===== src/rtl/tia_hcount_pkg.sv =====
// Shared widths, LFSR helpers and decode constants for the TIA horizontal counter.
// Decode constants are derived from the polynomial at elaboration time.
package tia_hc_pkg;

    localparam int unsigned HC_W         = 6;
    localparam int unsigned DIV_W        = 2;
    localparam int unsigned HC_STEPS_DEF = 57;

    function automatic logic [HC_W-1:0] hc_next(input logic [HC_W-1:0] s);
        return {s[4:0], ~(s[5] ^ s[4])};
    endfunction

    // LFSR value reached after idx steps from the all-zero state
    function automatic logic [HC_W-1:0] hc_at(input int unsigned idx);
        logic [HC_W-1:0] s;
        s = '0;
        for (int unsigned i = 0; i < idx; i++) begin
            s = hc_next(s);
        end
        return s;
    endfunction

    localparam logic [HC_W-1:0] HC_SHB  = hc_at(0);
    localparam logic [HC_W-1:0] HC_SHS  = hc_at(4);
    localparam logic [HC_W-1:0] HC_RHS  = hc_at(8);
    localparam logic [HC_W-1:0] HC_RCB  = hc_at(12);
    localparam logic [HC_W-1:0] HC_RHB  = hc_at(16);
    localparam logic [HC_W-1:0] HC_LRHB = hc_at(18);
    localparam logic [HC_W-1:0] HC_CNT  = hc_at(36);
    localparam logic [HC_W-1:0] HC_END  = hc_at(HC_STEPS_DEF - 1);

    typedef struct packed {
        logic shb;
        logic shs;
        logic rhs;
        logic rcb;
        logic rhb;
        logic cnt;
    } hc_strobe_t;

endpackage


===== src/rtl/tia_hcount_if.sv =====
// Control inputs and decoded sync outputs of the horizontal counter.
interface tia_hcount_if;
    import tia_hc_pkg::*;

    logic            rsync;
    logic            hmove_latch;
    logic            phi1;
    logic            phi2;
    logic [HC_W-1:0] hcount;
    logic            shb;
    logic            rhs;
    logic            rcb;
    logic            shs;
    logic            rhb;
    logic            cnt;
    logic            hsync;
    logic            hblank;
    logic            cburst;

    modport master (
        output rsync, hmove_latch,
        input  phi1, phi2, hcount, shb, rhs, rcb, shs, rhb, cnt, hsync, hblank, cburst
    );

    modport slave (
        input  rsync, hmove_latch,
        output phi1, phi2, hcount, shb, rhs, rcb, shs, rhb, cnt, hsync, hblank, cburst
    );

endinterface


===== src/rtl/tia_hc_decode.sv =====
// Compares the held counter state in its first phase, so each strobe is high while div==1.
module tia_hc_decode
    import tia_hc_pkg::*;
#(
    parameter bit LATE_HB_EN = 1'b1
) (
    input  logic             clock,
    input  logic             reset,
    input  logic             rsync,
    input  logic             hmove_latch,
    input  logic [DIV_W-1:0] div_q,
    input  logic [HC_W-1:0]  lfsr_q,
    output hc_strobe_t       stb_q
);

    hc_strobe_t stb_d;
    logic       late_q;
    logic       late_d;
    logic       early_rhb;

    always_comb begin
        stb_d     = '0;
        late_d    = late_q;
        early_rhb = !(LATE_HB_EN && hmove_latch);

        if (div_q == DIV_W'(0)) begin
            stb_d.shb = (lfsr_q == HC_SHB);
            stb_d.shs = (lfsr_q == HC_SHS);
            stb_d.rhs = (lfsr_q == HC_RHS);
            stb_d.rcb = (lfsr_q == HC_RCB);
            stb_d.cnt = (lfsr_q == HC_CNT);
            stb_d.rhb = ((lfsr_q == HC_RHB) && early_rhb) || ((lfsr_q == HC_LRHB) && late_q);
            // HMOVE choice is frozen at the early decode point for the rest of the line
            if (lfsr_q == HC_RHB) begin
                late_d = !early_rhb;
            end
        end
        if (rsync) begin
            stb_d = '0;
        end
    end

    always_ff @(posedge clock or negedge reset) begin
        if (!reset) begin
            stb_q  <= '0;
            late_q <= 1'b0;
        end else begin
            stb_q  <= stb_d;
            late_q <= late_d;
        end
    end

endmodule


===== src/rtl/tia_hcount_core.sv =====
// Colour-clock divider, 57-state LFSR line counter and the set/reset level registers.
module tia_hcount_core
    import tia_hc_pkg::*;
#(
    parameter int unsigned HC_STEPS = HC_STEPS_DEF
) (
    input  logic             clock,
    input  logic             reset,
    input  logic             rsync,
    input  logic             shb,
    input  logic             shs,
    input  logic             rhs,
    input  logic             rcb,
    input  logic             rhb,
    output logic [DIV_W-1:0] div_q,
    output logic [HC_W-1:0]  lfsr_q,
    output logic             phi1_q,
    output logic             phi2_q,
    output logic             hsync_q,
    output logic             hblank_q,
    output logic             cburst_q
);

    localparam logic [HC_W-1:0] HC_LAST = hc_at(HC_STEPS - 1);

    logic [DIV_W-1:0] div_d;
    logic [HC_W-1:0]  lfsr_d;
    logic             phi1_d;
    logic             phi2_d;
    logic             hsync_d;
    logic             hblank_d;
    logic             cburst_d;

    always_comb begin
        div_d    = div_q + DIV_W'(1);
        lfsr_d   = lfsr_q;
        hsync_d  = hsync_q;
        hblank_d = hblank_q;
        cburst_d = cburst_q;

        // counter steps once per four colour clocks; the last state loads zero
        if (div_q == DIV_W'(3)) begin
            lfsr_d = (lfsr_q == HC_LAST) ? '0 : hc_next(lfsr_q);
        end
        if (rsync) begin
            div_d  = '0;
            lfsr_d = '0;
        end

        phi1_d = (div_d == DIV_W'(0));
        phi2_d = (div_d == DIV_W'(2));

        if (shs) begin
            hsync_d = 1'b1;
        end else if (rhs) begin
            hsync_d = 1'b0;
        end
        if (shb) begin
            hblank_d = 1'b1;
        end else if (rhb) begin
            hblank_d = 1'b0;
        end
        if (rhs) begin
            cburst_d = 1'b1;
        end else if (rcb) begin
            cburst_d = 1'b0;
        end
    end

    always_ff @(posedge clock or negedge reset) begin
        if (!reset) begin
            div_q    <= '0;
            lfsr_q   <= '0;
            phi1_q   <= 1'b0;
            phi2_q   <= 1'b0;
            hsync_q  <= 1'b0;
            hblank_q <= 1'b1;
            cburst_q <= 1'b0;
        end else begin
            div_q    <= div_d;
            lfsr_q   <= lfsr_d;
            phi1_q   <= phi1_d;
            phi2_q   <= phi2_d;
            hsync_q  <= hsync_d;
            hblank_q <= hblank_d;
            cburst_q <= cburst_d;
        end
    end

endmodule


===== src/rtl/tia_hcount.sv =====
// TIA horizontal sync counter: phase strobes, LFSR line position and HSYNC/HBLANK/burst decode.
module tia_hcount
    import tia_hc_pkg::*;
#(
    parameter int unsigned HC_STEPS   = HC_STEPS_DEF,
    parameter bit          LATE_HB_EN = 1'b1
) (
    input  logic         clock,
    input  logic         reset,
    tia_hcount_if.slave  bus
);

    logic [DIV_W-1:0] div_q;
    logic [HC_W-1:0]  lfsr_q;
    hc_strobe_t       stb_q;
    logic             phi1_q;
    logic             phi2_q;
    logic             hsync_q;
    logic             hblank_q;
    logic             cburst_q;

    tia_hcount_core #(.HC_STEPS(HC_STEPS)) u_core (
        .clock    (clock),
        .reset    (reset),
        .rsync    (bus.rsync),
        .shb      (stb_q.shb),
        .shs      (stb_q.shs),
        .rhs      (stb_q.rhs),
        .rcb      (stb_q.rcb),
        .rhb      (stb_q.rhb),
        .div_q    (div_q),
        .lfsr_q   (lfsr_q),
        .phi1_q   (phi1_q),
        .phi2_q   (phi2_q),
        .hsync_q  (hsync_q),
        .hblank_q (hblank_q),
        .cburst_q (cburst_q)
    );

    tia_hc_decode #(.LATE_HB_EN(LATE_HB_EN)) u_decode (
        .clock       (clock),
        .reset       (reset),
        .rsync       (bus.rsync),
        .hmove_latch (bus.hmove_latch),
        .div_q       (div_q),
        .lfsr_q      (lfsr_q),
        .stb_q       (stb_q)
    );

    assign bus.phi1   = phi1_q;
    assign bus.phi2   = phi2_q;
    assign bus.hcount = lfsr_q;
    assign bus.shb    = stb_q.shb;
    assign bus.shs    = stb_q.shs;
    assign bus.rhs    = stb_q.rhs;
    assign bus.rcb    = stb_q.rcb;
    assign bus.rhb    = stb_q.rhb;
    assign bus.cnt    = stb_q.cnt;
    assign bus.hsync  = hsync_q;
    assign bus.hblank = hblank_q;
    assign bus.cburst = cburst_q;

endmodule


===== src/flat_wrapper.sv =====
// flat-port wrapper written by rule: the top's interface ports become plain ports
module tia_hcount_flat import tia_hc_pkg::*;
#(
    parameter int unsigned HC_STEPS   = HC_STEPS_DEF,
    parameter bit          LATE_HB_EN = 1'b1
)
  (clock, reset, bus_rsync, bus_hmove_latch, bus_phi1, bus_phi2, bus_hcount, bus_shb, bus_rhs, bus_rcb, bus_shs, bus_rhb, bus_cnt, bus_hsync, bus_hblank, bus_cburst);
  tia_hcount_if bus_i ();
  input  logic clock;
  input  logic reset;
  input wire logic [$bits(bus_i.rsync)-1:0] bus_rsync;
  input wire logic [$bits(bus_i.hmove_latch)-1:0] bus_hmove_latch;
  output wire logic [$bits(bus_i.phi1)-1:0] bus_phi1;
  output wire logic [$bits(bus_i.phi2)-1:0] bus_phi2;
  output wire logic [$bits(bus_i.hcount)-1:0] bus_hcount;
  output wire logic [$bits(bus_i.shb)-1:0] bus_shb;
  output wire logic [$bits(bus_i.rhs)-1:0] bus_rhs;
  output wire logic [$bits(bus_i.rcb)-1:0] bus_rcb;
  output wire logic [$bits(bus_i.shs)-1:0] bus_shs;
  output wire logic [$bits(bus_i.rhb)-1:0] bus_rhb;
  output wire logic [$bits(bus_i.cnt)-1:0] bus_cnt;
  output wire logic [$bits(bus_i.hsync)-1:0] bus_hsync;
  output wire logic [$bits(bus_i.hblank)-1:0] bus_hblank;
  output wire logic [$bits(bus_i.cburst)-1:0] bus_cburst;
  assign bus_i.rsync = bus_rsync;
  assign bus_i.hmove_latch = bus_hmove_latch;
  assign bus_phi1 = bus_i.phi1;
  assign bus_phi2 = bus_i.phi2;
  assign bus_hcount = bus_i.hcount;
  assign bus_shb = bus_i.shb;
  assign bus_rhs = bus_i.rhs;
  assign bus_rcb = bus_i.rcb;
  assign bus_shs = bus_i.shs;
  assign bus_rhb = bus_i.rhb;
  assign bus_cnt = bus_i.cnt;
  assign bus_hsync = bus_i.hsync;
  assign bus_hblank = bus_i.hblank;
  assign bus_cburst = bus_i.cburst;
  tia_hcount #(.HC_STEPS(HC_STEPS), .LATE_HB_EN(LATE_HB_EN)) u_core (.clock(clock), .reset(reset), .bus(bus_i));
endmodule

===== config.mk =====
export PLATFORM = sky130hd
export DESIGN_NAME = tia_hcount_flat
export DESIGN_NICKNAME = d
export VERILOG_FILES = /design/src/rtl/tia_hcount_pkg.sv /design/src/rtl/tia_hcount_if.sv /design/src/rtl/tia_hc_decode.sv /design/src/rtl/tia_hcount_core.sv /design/src/rtl/tia_hcount.sv /design/src/flat_wrapper.sv
export SDC_FILE = /design/constraint.sdc
export NUM_CORES = 1
export LEC_CHECK = 0
export ABC_AREA = 1
export BUFFER_PORTS_ARGS = -buffer_cell sky130_fd_sc_hd__buf_2
export CORE_AREA = 2 2 64 60
export CTS_BUF_LIST = sky130_fd_sc_hd__clkbuf_4
export DETAILED_ROUTE_END_ITERATION = 8
export DIE_AREA = 0 0 66 62
export HOLD_SLACK_MARGIN = 0.15
export PLACE_DENSITY = 0.41
export SLEW_MARGIN = 0
export SYNTH_ARGS = -nofsm -noshare
export SYNTH_HDL_FRONTEND = slang
export SYNTH_SLANG_ARGS = --single-unit

===== constraint.sdc =====
create_clock -name clock -period 1.25 [get_ports clock]
set_input_delay 0.125 -clock clock [delete_from_list [all_inputs] [get_ports clock]]
set_output_delay 0.125 -clock clock [all_outputs]
set_load 0.01 [all_outputs]

==> flow_summary_export.csv, run 1 <==
group,metric,value,unit
run_status,status,"completed",
pwr,seqPwrFrac,62.4,%
worst_setup_path,critPathArrivalTime,1.36,ns
yosys,yosysSeqAreaShare,56.80,%
finish,drive_gt1_share,30.89,%
pwr,swShare,24.29,%
place,hpwl,1320,um
worst_setup_path,cp.buffers_inverters,1,
die,floorplan.die.width,66,um
die,die_h,62,um
place,place.gp.congestion,0.8115,
yosys,avgSynthCellArea,9.202,sq um
timing,timing.hold.ws,0.2873,ns
pwr,peakVddDrop,0.4777,mV
timing,fin_skew,0.01437,ns
cts,numClockSinks,20,
worst_hold_path,holdCritPathClass,"in2async",
pwr,p_int,0.0008162,W
route,viasPerCell,4.071,
cts,htreeDepth,1,
yosys,synthTopCellsByArea,"dfrtp_1, nand2_1, inv_1",
timing,rsz0062_at_grt,"false",
route,wirelength,1710,um
worst_setup_path,worstSetupEndpointType,"flop",
yosys,synth-edff-count,0,
finish,antenna_cells,0,
timing,relSlewSlack,69.98,%
pwr,switchingPower,0.0002619,W
cts,clock_path_buffers,2,
pwr,clkPwrFrac,28.4,%
route,vias,688,
grt,overflow,0,
place,portBuffers,20,
timing,tightest_slew,0.4502,ns
finish,syn_to_final_growth,26.49,%
grt,grt_pass1_wl,2670,um
timing,postLayoutSetupSlackWorst,0.09855,ns
die,core_area,3521,sq um
worst_setup_path,worstSetupStartpointType,"flop",
timing,period_share,92.12,%
worst_setup_path,r2r-end,"u_core.u_decode.late_q$_DFFE_PN0P_",
worst_setup_path,crit_type,"reg2reg",
yosys,yosys.area.top_type,"dfrtp_1",
finish,seq_area,501.7,sq um
timing,setup_violations,0,
timing,maxSlewViolCount,0,
route,wl_per_cell,10.12,um
yosys,ys_ff_latch,20,
finish,n_fill_cell,384,
worst_setup_path,slowest_delay,0.44,ns
worst_setup_path,cp.required,1.46,ns
die,pin_count,21,
cts,cts_tree,"built",
die,rows,21,
route,dr.pass1.iters,4,
route,post-route-drc-count,0,
cts,cts_inserted_buffers,3,
worst_setup_path,r2r_start,"u_core.u_core.lfsr_q[4]$_DFFE_PN0P_",
timing,fmax,868.5,MHz
route,drt.antenna.violating_nets,0,
worst_setup_path,rr_worst_depth,7,
grt,grt_max_degree,21,
route,drtIter0Drc,36,
cts,clk_pin_slew,0.12,ns
grt,grt_pass1_vias,610,
yosys,synthDistinctLibCells,18,
grt,grt_usage,8.747,%
cts,post_cts_buffers,0,
pwr,leakage,0.5819,nW
finish,final_util,31.73,%
pwr,p_comb_share,9.2,%
yosys,syn_inst,96,
worst_setup_path,cpMostUsedCell,"nand2_1",
die,start_util,25.09,%
finish,multi_input_area,334.1,sq um
run,max_cap_viol_count,0,
yosys,async_flop_share,100.0,%
worst_setup_path,path_max_fanout,4,
pwr,power_density,965.0,nW/um^2
cts,root_buffer,"clkbuf_4",
yosys,synth_top_flop_cell,"dfrtp_1",
yosys,synthesis.nets,104,
finish,fin_nets,132,
worst_setup_path,crit_family,"flip-flops",
yosys,synthesis.area,883.3,sq um
timing,fin_crit,1.151,ns
yosys,yosysTopAreaCellShare,53.82,%
die,dieArea,4092,sq um
grt,antenna_found_initial,0,
timing,finalHoldViolCount,0,
timing,finalSetupTns,0,ns
cts,clock_latency,0.30,ns
worst_setup_path,cp_cell_sequence,"inv_2, ha_4, nand2_1, nor2_2, nand2_1, nand2_1, nand2_1",
worst_setup_path,reg2reg_slack,0.1,ns
yosys,yosys_warnings,0,
worst_setup_path,cp_slowest_cell,"dfrtp_1",
place,dp_slack,0.02383,ns
area by class of cell:
type,count,share of cell area (%)
Clock buffer,3,2.016
Clock inverter,1,0.3359
Inverter,18,6.047
Multi-Input combinational cell,58,29.90
Sequential cell,20,44.90
Tap cell,46,5.151
Timing Repair Buffer,23,11.65
timing repair:
item	in CTS	in global routing
endpoints found under the setup margin	0	6
resized for setup	0	5
hold endpoints to repair	23	0
hold buffers	3	0
power by group through the flow:
stage | Combinational [W] | Sequential [W] | Clock (W)
2_1_floorplan | 0.0000430 | 0.000690 | 0
5_1_grt | 0.000114 | 0.000675 | 0.000351
3_3_place_gp | 0.0000912 | 0.000685 | 0
6_report | 0.0000995 | 0.000673 | 0.000306
4_1_cts | 0.0000986 | 0.000673 | 0.000333
3_5_place_dp | 0.0000911 | 0.000686 | 0
worst max-delay path by stage:
stage,startpoint,to,depth (start not counted)
2_1_floorplan,u_core.u_core.lfsr_q[4]$_DFFE_PN0P_,u_core.u_decode.late_q$_DFFE_PN0P_,7
3_3_place_gp,u_core.u_core.lfsr_q[4]$_DFFE_PN0P_,u_core.u_decode.late_q$_DFFE_PN0P_,7
3_5_place_dp,u_core.u_core.lfsr_q[4]$_DFFE_PN0P_,u_core.u_decode.late_q$_DFFE_PN0P_,7
4_1_cts,u_core.u_core.lfsr_q[4]$_DFFE_PN0P_,u_core.u_decode.late_q$_DFFE_PN0P_,7
5_1_grt,u_core.u_core.div_q[0]$_DFF_PN0_,u_core.u_decode.late_q$_DFFE_PN0P_,7
6_report,u_core.u_core.lfsr_q[4]$_DFFE_PN0P_,u_core.u_decode.late_q$_DFFE_PN0P_,7
synthesized netlist by cell type, types with 2 or more instances:
cell and count:
ha_1 4, nor2_2 4, nand4_1 2, o21bai_1 3, inv_2 3, nand2_2 2
inv_1 14, dfrtp_1 19, o22ai_1 2, nand2_1 22, nor3_1 3, nand3_1 4
nor2_1 9
cell usage in the layout, fill, tap and decap left out, drive strengths merged, types with 3 or more instances in the layout:
cell type,synthesis,routed
buf,0,20
clkbuf,0,3
dfrtp,19,19
dlygate4sd3,0,3
ha,4,4
inv,17,17
nand2,24,24
nand3,5,5
nor2,13,13
nor3,3,3
o21bai,3,3
metrics by stage:
| step | instances | power (W) | area (sq um) |
|---|---|---|---|
| finish | 169 | 0.001078 | 1117 |
| global route | 169 | 0.001140 | 1117 |
| CTS | 169 | 0.001105 | 1097 |
| detailed placement | 162 | 0.0007768 | 1041 |
| global placement | 162 | 0.0007765 | 1041 |
| floorplan | 96 | 0.0007335 | 883.3 |
per-layer routing:
layer,global-route usage [%],wire [um],vias to the layer above
met5,0,0,-
met3,3.964,133,0
li1,-,-,356
met1,11.01,794,313
met4,0.8746,0,0
met2,14.57,782,19
cell families after synthesis:
family / count (synthesis) / share of synthesized area, %
and+or+nand+nor: 48 / 25.35
buffers and inverters: 18 / 7.648
adders and majority gates: 4 / 5.666
AOI/OAI and AO/OA: 6 / 4.532
DFF: 20 / 56.80
worst register-to-register path: cells and delay by family, from the launching register on:
kind,cells,cell delay (ns)
fa+ha+maj,1,0.15
flops,1,0.44
buf+inv,1,0.10
simple gates,5,0.36
state kept, by name (all words and copies together), names as in the netlist:
| signal | flops |
|---|---|
| u_core.u_core.lfsr_q | 6 |
| u_core.u_decode.late_q | 1 |
| u_core.u_core.cburst_q | 1 |
| u_core.u_core.phi1_q | 1 |
| u_core.u_core.hblank_q | 1 |
| u_core.u_decode.stb_q | 6 |
| u_core.u_core.div_q | 2 |
| u_core.u_core.hsync_q | 1 |
| u_core.u_core.phi2_q | 1 |
(Power assumes the default switching activity.)
==> run 2: changes to the inputs <==
Settings changed: CORE_AREA 2 2 64 60 to 5 5 67 63, DIE_AREA 0 0 66 62 to 0 0 72 68.
==> run 2 against run 1 <==
Die area grew 20%. Register-to-register slack barely moved. Critical endpoint unchanged. Cell count did not move. Non-clock buffer count did not move. Sequential share of layout area unchanged. Flip-flop and latch count is the same. Worst hold slack got worse by 0.012 ns. Via count rose by 0.15%.
==> flow_summary_export.csv, run 2 (synthesis results as in run 1) <==
group,metric,value,unit
finish,biggestRegsByFlops,"u_core.u_core.lfsr_q: 6 flops, u_core.u_decode.stb_q: 6 flops, u_core.u_core.div_q: 2 flops",
worst_hold_path,holdCritPathClass,"in2async",
pwr,peakVddDrop,0.3806,mV
worst_setup_path,cp_cell_sequence,"inv_2, ha_4, nand2_1, nor2_2, nand2_1, nand2_1, nand2_1",
place,dp_slack,0.03707,ns
worst_setup_path,crit_type,"reg2reg",
place,place.gp.congestion,0.7565,
cts,clock_latency,0.31,ns
finish,syn_to_final_growth,26.49,%
cts,cts_tree,"built",
run_status,status,"completed",
cts,cts_inserted_buffers,3,
timing,finalHoldViolCount,0,
place,hpwl,1381,um
worst_setup_path,worstSetupEndpointType,"flop",
worst_setup_path,rr_worst_depth,7,
cts,post_cts_buffers,0,
timing,fmax,875.1,MHz
timing,period_share,91.42,%
grt,grt_pass1_wl,3139,um
finish,antenna_cells,0,
worst_setup_path,r2r-end,"u_core.u_decode.late_q$_DFFE_PN0P_",
cts,clock_path_buffers,2,
cts,htreeDepth,1,
route,drt.antenna.violating_nets,0,
route,drtIter0Drc,10,
grt,overflow,0,
timing,fin_skew,0.01643,ns
timing,fin_crit,1.143,ns
finish,fin_nets,132,
worst_setup_path,slowest_delay,0.44,ns
worst_setup_path,path_max_fanout,4,
die,rows,21,
route,dr.pass1.iters,4,
grt,grt_pass1_vias,698,
cts,clk_pin_slew,0.12,ns
worst_setup_path,r2r_start,"u_core.u_core.lfsr_q[4]$_DFFE_PN0P_",
route,post-route-drc-count,0,
grt,grt_usage,8.294,%
die,start_util,25.09,%
worst_setup_path,critPathArrivalTime,1.36,ns
route,vias,689,
timing,relSlewSlack,70.07,%
die,pin_count,21,
die,dieArea,4896,sq um
finish,final_common_cell,"nand2_1",
timing,postLayoutSetupSlackWorst,0.1072,ns
timing,maxSlewViolCount,0,
worst_setup_path,worstSetupStartpointType,"flop",
die,floorplan.die.width,72,um
run,max_cap_viol_count,0,
route,wl_per_cell,10.49,um
worst_setup_path,cp.required,1.47,ns
timing,rsz0062_at_grt,"true",
pwr,power_density,971.8,nW/um^2
worst_setup_path,cpMostUsedCell,"nand2_1",
cts,numClockSinks,20,
grt,antenna_found_initial,0,
place,portBuffers,20,
grt,grt_max_degree,21,
timing,tightest_slew,0.4490,ns
worst_setup_path,reg2reg_slack,0.11,ns
worst_setup_path,cp.buffers_inverters,1,
finish,final_util,31.73,%
worst_setup_path,cp_slowest_cell,"dfrtp_1",
finish,final_cell_mix,"nand2_1, buf_2, dfrtp_1",
timing,setup_violations,0,
pwr,power,0.001086,W
cts,root_buffer,"clkbuf_4",
die,die_h,68,um
worst_setup_path,crit_family,"flip-flops",
pwr,leakage,0.5819,nW
route,viasPerCell,4.077,
timing,timing.hold.ws,0.2751,ns
route,wirelength,1773,um
finish,drive_gt1_share,30.89,%
die,core_area,3521,sq um
## run 2: repair_timing
| item | 4_1_cts | 5_1_grt |
|---|---|---|
| gates resized for setup | 0 | 5 |
| hold buffers | 3 | 0 |
| hold endpoints to repair | 24 | 0 |
| setup endpoints to repair | 0 | 7 |
## run 2: layer usage
layer | GRT usage (%) | up-vias | wire [um]
li1 | - | 352 | -
met4 | 2.113 | 0 | 10
met5 | 0 | - | 0
met1 | 10.68 | 308 | 833
met2 | 12.39 | 26 | 751
met3 | 4.112 | 3 | 178
## run 2: cell type report
class	count	area [sq um]
clock inverter	1	3.754
multi-input combinational	58	334.1
sequential	20	501.7
tap	46	57.56
timing repair buffer	23	130.1
inverter	18	67.56
fill	389	2404
clock buffer	3	22.52
## run 2: worst max-delay path by stage
stage	start	endpoint	slack (ns)	depth (start not counted)
after floorplan	u_core.u_core.lfsr_q[4]$_DFFE_PN0P_	u_core.u_decode.late_q$_DFFE_PN0P_	0.1	7
after global placement	u_core.u_core.lfsr_q[4]$_DFFE_PN0P_	u_core.u_decode.late_q$_DFFE_PN0P_	0.08	7
after detailed placement	u_core.u_core.lfsr_q[4]$_DFFE_PN0P_	u_core.u_decode.late_q$_DFFE_PN0P_	0.04	7
after CTS	u_core.u_core.lfsr_q[4]$_DFFE_PN0P_	u_core.u_decode.late_q$_DFFE_PN0P_	0.006	7
after global routing	u_core.u_core.lfsr_q[4]$_DFFE_PN0P_	u_core.u_decode.late_q$_DFFE_PN0P_	-0.02	7
final	u_core.u_core.lfsr_q[4]$_DFFE_PN0P_	u_core.u_decode.late_q$_DFFE_PN0P_	0.11	7
## run 2: report_power, final
group / switching, W / leakage (nW) / internal (W)
clock network: 0.000198 / 0.0154 / 0.000116
logic: 0.0000624 / 0.302 / 0.0000367
registers: 0.00000938 / 0.264 / 0.000663
total: 0.000269 / 0.582 / 0.000816
## run 2: worst register-to-register path: cells and delay by family (launching register included)
kind,cells,cell delay (ns)
buffers and inverters,1,0.10
adder cells (fa/ha/maj),1,0.16
flip-flops,1,0.44
AND/OR/NAND/NOR,5,0.33
## run 2: metrics by stage
| stage | TNS, ns | cell area [sq um] | instances |
|---|---|---|---|
| 2_1_floorplan | 0 | 883.3 | 96 |
| 3_5_place_dp | 0 | 1041 | 162 |
| 4_1_cts | 0 | 1097 | 169 |
| 5_1_grt | -0.02335 | 1117 | 169 |
| 6_report | 0 | 1117 | 169 |
| 3_3_place_gp | 0 | 1041 | 162 |
==> run 3: changes to the inputs <==
--- a/config.mk
+++ b/config.mk
@@ -7,8 +7,7 @@
 export LEC_CHECK = 0
-export ABC_AREA = 1
 export BUFFER_PORTS_ARGS = -buffer_cell sky130_fd_sc_hd__buf_2
-export CORE_AREA = 5 5 67 63
+export CORE_AREA = 5 5 68 64
 export CTS_BUF_LIST = sky130_fd_sc_hd__clkbuf_4
 export DETAILED_ROUTE_END_ITERATION = 8
-export DIE_AREA = 0 0 72 68
+export DIE_AREA = 0 0 73 69
 export HOLD_SLACK_MARGIN = 0.15
--- a/constraint.sdc
+++ b/constraint.sdc
@@ -3,2 +3,2 @@
 set_output_delay 0.125 -clock clock [all_outputs]
-set_load 0.01 [all_outputs]
+set_load 0.1 [all_outputs]
==> run 3 against run 2 <==
The flow now finishes with violations (setup timing). Setup slack lost 0.28 ns. Clock power grew 69%. Power increased by 41%. Critical endpoint is now u_core.u_core.lfsr_q[4]$_DFFE_PN0P_. Largest cell class unchanged. Highest routed layer unchanged.
==> flow_summary_export.csv, run 3 <==
group,metric,value,unit
route,dr.pass1.iters,2,
route,drt.antenna.violating_nets,0,
route,viasPerCell,4.262,
yosys,synth_top_flop_cell,"dfrtp_1",
yosys,yosysSeqAreaShare,54.93,%
finish,drive_gt1_share,54.92,%
grt,grt_max_degree,21,
yosys,async_flop_share,100.0,%
finish,n_fill_cell,353,
worst_setup_path,worstSetupStartpointType,"flop",
pwr,peakVddDrop,0.8902,mV
run_status,violations,"setup timing",
timing,rsz0062_at_grt,"true",
cts,clock_path_buffers,2,
cts,clock_latency,0.30,ns
worst_setup_path,cp.buffers_inverters,1,
run,max_cap_viol_count,0,
yosys,synth-edff-count,0,
worst_setup_path,cp_slowest_cell,"dfrtp_4",
grt,grt_pass1_vias,763,
worst_setup_path,cp.required,1.44,ns
finish,final_common_cell,"buf_4",
yosys,synthTopCellsByArea,"dfrtp_1, ha_1, nor2_1",
cts,numClockSinks,20,
worst_setup_path,slowest_delay,0.51,ns
pwr,p_int,0.001103,W
timing,postLayoutSetupSlackWorst,-0.1769,ns
pwr,switchingPower,0.0004286,W
die,rows,21,
grt,antenna_found_initial,0,
route,vias,716,
yosys,yosys_warnings,0,
place,hpwl,1556,um
pwr,leakage,0.6529,nW
yosys,syn_inst,83,
worst_setup_path,cp_cell_sequence,"inv_4, ha_4, or3b_4, o211ai_2, a21oi_1",
timing,maxSlewViolCount,0,
worst_setup_path,crit_type,"reg2reg",
yosys,ys_ff_latch,20,
cts,cts_tree,"built",
cts,root_buffer,"clkbuf_4",
die,start_util,25.56,%
yosys,avgSynthCellArea,11.00,sq um
die,floorplan.die.width,73,um
pwr,power,0.001532,W
finish,syn_to_final_growth,60.69,%
pwr,clkPwrFrac,34.7,%
finish,final_util,41.07,%
grt,overflow,0,
timing,tightest_slew,0.4902,ns
grt,grt_usage,8.705,%
finish,antenna_cells,0,
timing,period_share,114.2,%
finish,final_design_area_no_fill,1468,sq um
yosys,synthesis.area,913.4,sq um
worst_setup_path,crit_family,"flip-flops",
cts,htreeDepth,1,
finish,fin_nets,131,
worst_setup_path,critPathArrivalTime,1.62,ns
die,core_area,3573,sq um
die,die_h,69,um
yosys,synthesis.nets,91,
pwr,swShare,27.98,%
cts,cts_inserted_buffers,3,
yosys,synth_most_common_cell,"dfrtp_1",
timing,relSlewSlack,67.54,%
die,pin_count,21,
place,place_area,1286,sq um
worst_setup_path,worstSetupEndpointType,"flop",
timing,fin_skew,0.002899,ns
timing,setup_violations,8,
route,wl_per_cell,12.15,um
cts,clk_pin_slew,0.12,ns
die,dieArea,5037,sq um
place,place.gp.congestion,0.7616,
timing,finalHoldViolCount,0,
timing,fmax,700.8,MHz
worst_setup_path,path_max_fanout,3,
place,portBuffers,20,
grt,grt_pass1_wl,3436,um
pwr,p_comb_share,20.6,%
timing,finalSetupTns,-0.9005,ns
pwr,power_density,1044,nW/um^2
yosys,yosys.area.top_type,"dfrtp_1",
yosys,synthDistinctLibCells,28,
timing,fin_crit,1.427,ns
route,wirelength,2041,um
route,drtIter0Drc,21,
cts,hold_buffers,2,
finish,final_cell_mix,"buf_4, dfrtp_1, clkbuf_4",
pwr,seqPwrFrac,44.6,%
worst_hold_path,holdCritPathClass,"in2reg",
yosys,synth_common_cells,"dfrtp_1, nor2_1, inv_1",
finish,biggestRegsByFlops,"u_core.u_core.lfsr_q: 6 flops, u_core.u_decode.stb_q: 6 flops, u_core.u_core.div_q: 2 flops",
run_status,status,"finished, violations left",
yosys,yosysTopAreaCellShare,52.05,%
route,post-route-drc-count,0,
-- run 3: per-layer routing --
metal | share of wire [%] | vias to the layer above | global-route usage [%]
met5 | 0 | - | 0
met1 | 41 | 349 | 9.767
met4 | 1.1 | 0 | 2.459
met3 | 5.5 | 2 | 3.488
met2 | 52 | 15 | 14.90
li1 | - | 350 | -
-- run 3: logic make-up after synthesis --
family                     share of synthesized area (%)
and+or+nand+nor                                    20.82
AOI/OAI and AO/OA                                  8.630
DFF                                                54.93
buffers and inverters                              6.712
adders and majority gates                          5.480
muxes                                              3.425
-- run 3: final timing paths --
| check | cells after the start | end | slack, ns | startpoint |
|---|---|---|---|---|
| min in group asynchronous | 2 | u_core.u_core.cburst_q$_DFFE_PN0P_ | 0.28 | reset |
| max in group asynchronous | 2 | u_core.u_core.lfsr_q[4]$_DFFE_PN0P_ | 0.61 | reset |
| min | 2 | u_core.u_core.lfsr_q[4]$_DFFE_PN0P_ | 0.12 | bus_rsync |
| min reg2reg | 1 | u_core.u_core.hsync_q$_DFFE_PN0P_ | 0.47 | u_core.u_decode.stb_q[4]$_DFF_PN0_ |
| max | 5 | u_core.u_core.lfsr_q[4]$_DFFE_PN0P_ | -0.18 | u_core.u_core.lfsr_q[5]$_DFFE_PN0P_ |
| max reg2reg | 5 | u_core.u_core.lfsr_q[4]$_DFFE_PN0P_ | -0.18 | u_core.u_core.lfsr_q[5]$_DFFE_PN0P_ |
-- run 3: power by group through the flow --
stage / Combinational (W) / Sequential (W) / Clock [W]
2_1_floorplan: 0.0000835 / 0.000811 / 0
3_3_place_gp: 0.000293 / 0.000696 / 0
3_5_place_dp: 0.000294 / 0.000697 / 0
4_1_cts: 0.000308 / 0.000684 / 0.000557
5_1_grt: 0.000339 / 0.000687 / 0.000593
6_report: 0.000316 / 0.000684 / 0.000532
-- run 3: area by class of cell --
cell class,instances,area (sq um),share of cell area (%)
Inverter,8,35.03,2.387
Tap cell,46,57.56,3.922
Multi-Input combinational cell,50,414.1,28.22
Sequential cell,20,523.0,35.64
Clock buffer,3,22.52,1.535
Clock inverter,1,30.03,2.046
Timing Repair Buffer,40,385.4,26.26
-- run 3: through the flow --
step	setup WS (ns)	hold slack, ns	cells
floorplan	-0.3486	-0.1706	83
global placement	-0.1559	0.1021	158
detailed placement	-0.1759	0.1024	158
CTS	-0.1897	0.1092	166
global route	-0.2246	0.1038	168
finish	-0.1769	0.1211	168
-- run 3: what timing repair did --
action,in CTS,in global routing
resized for setup,5,15
endpoints found under the setup margin,10,20
endpoints found under the hold margin,28,7
pin swaps,0,4
setup buffers,2,2
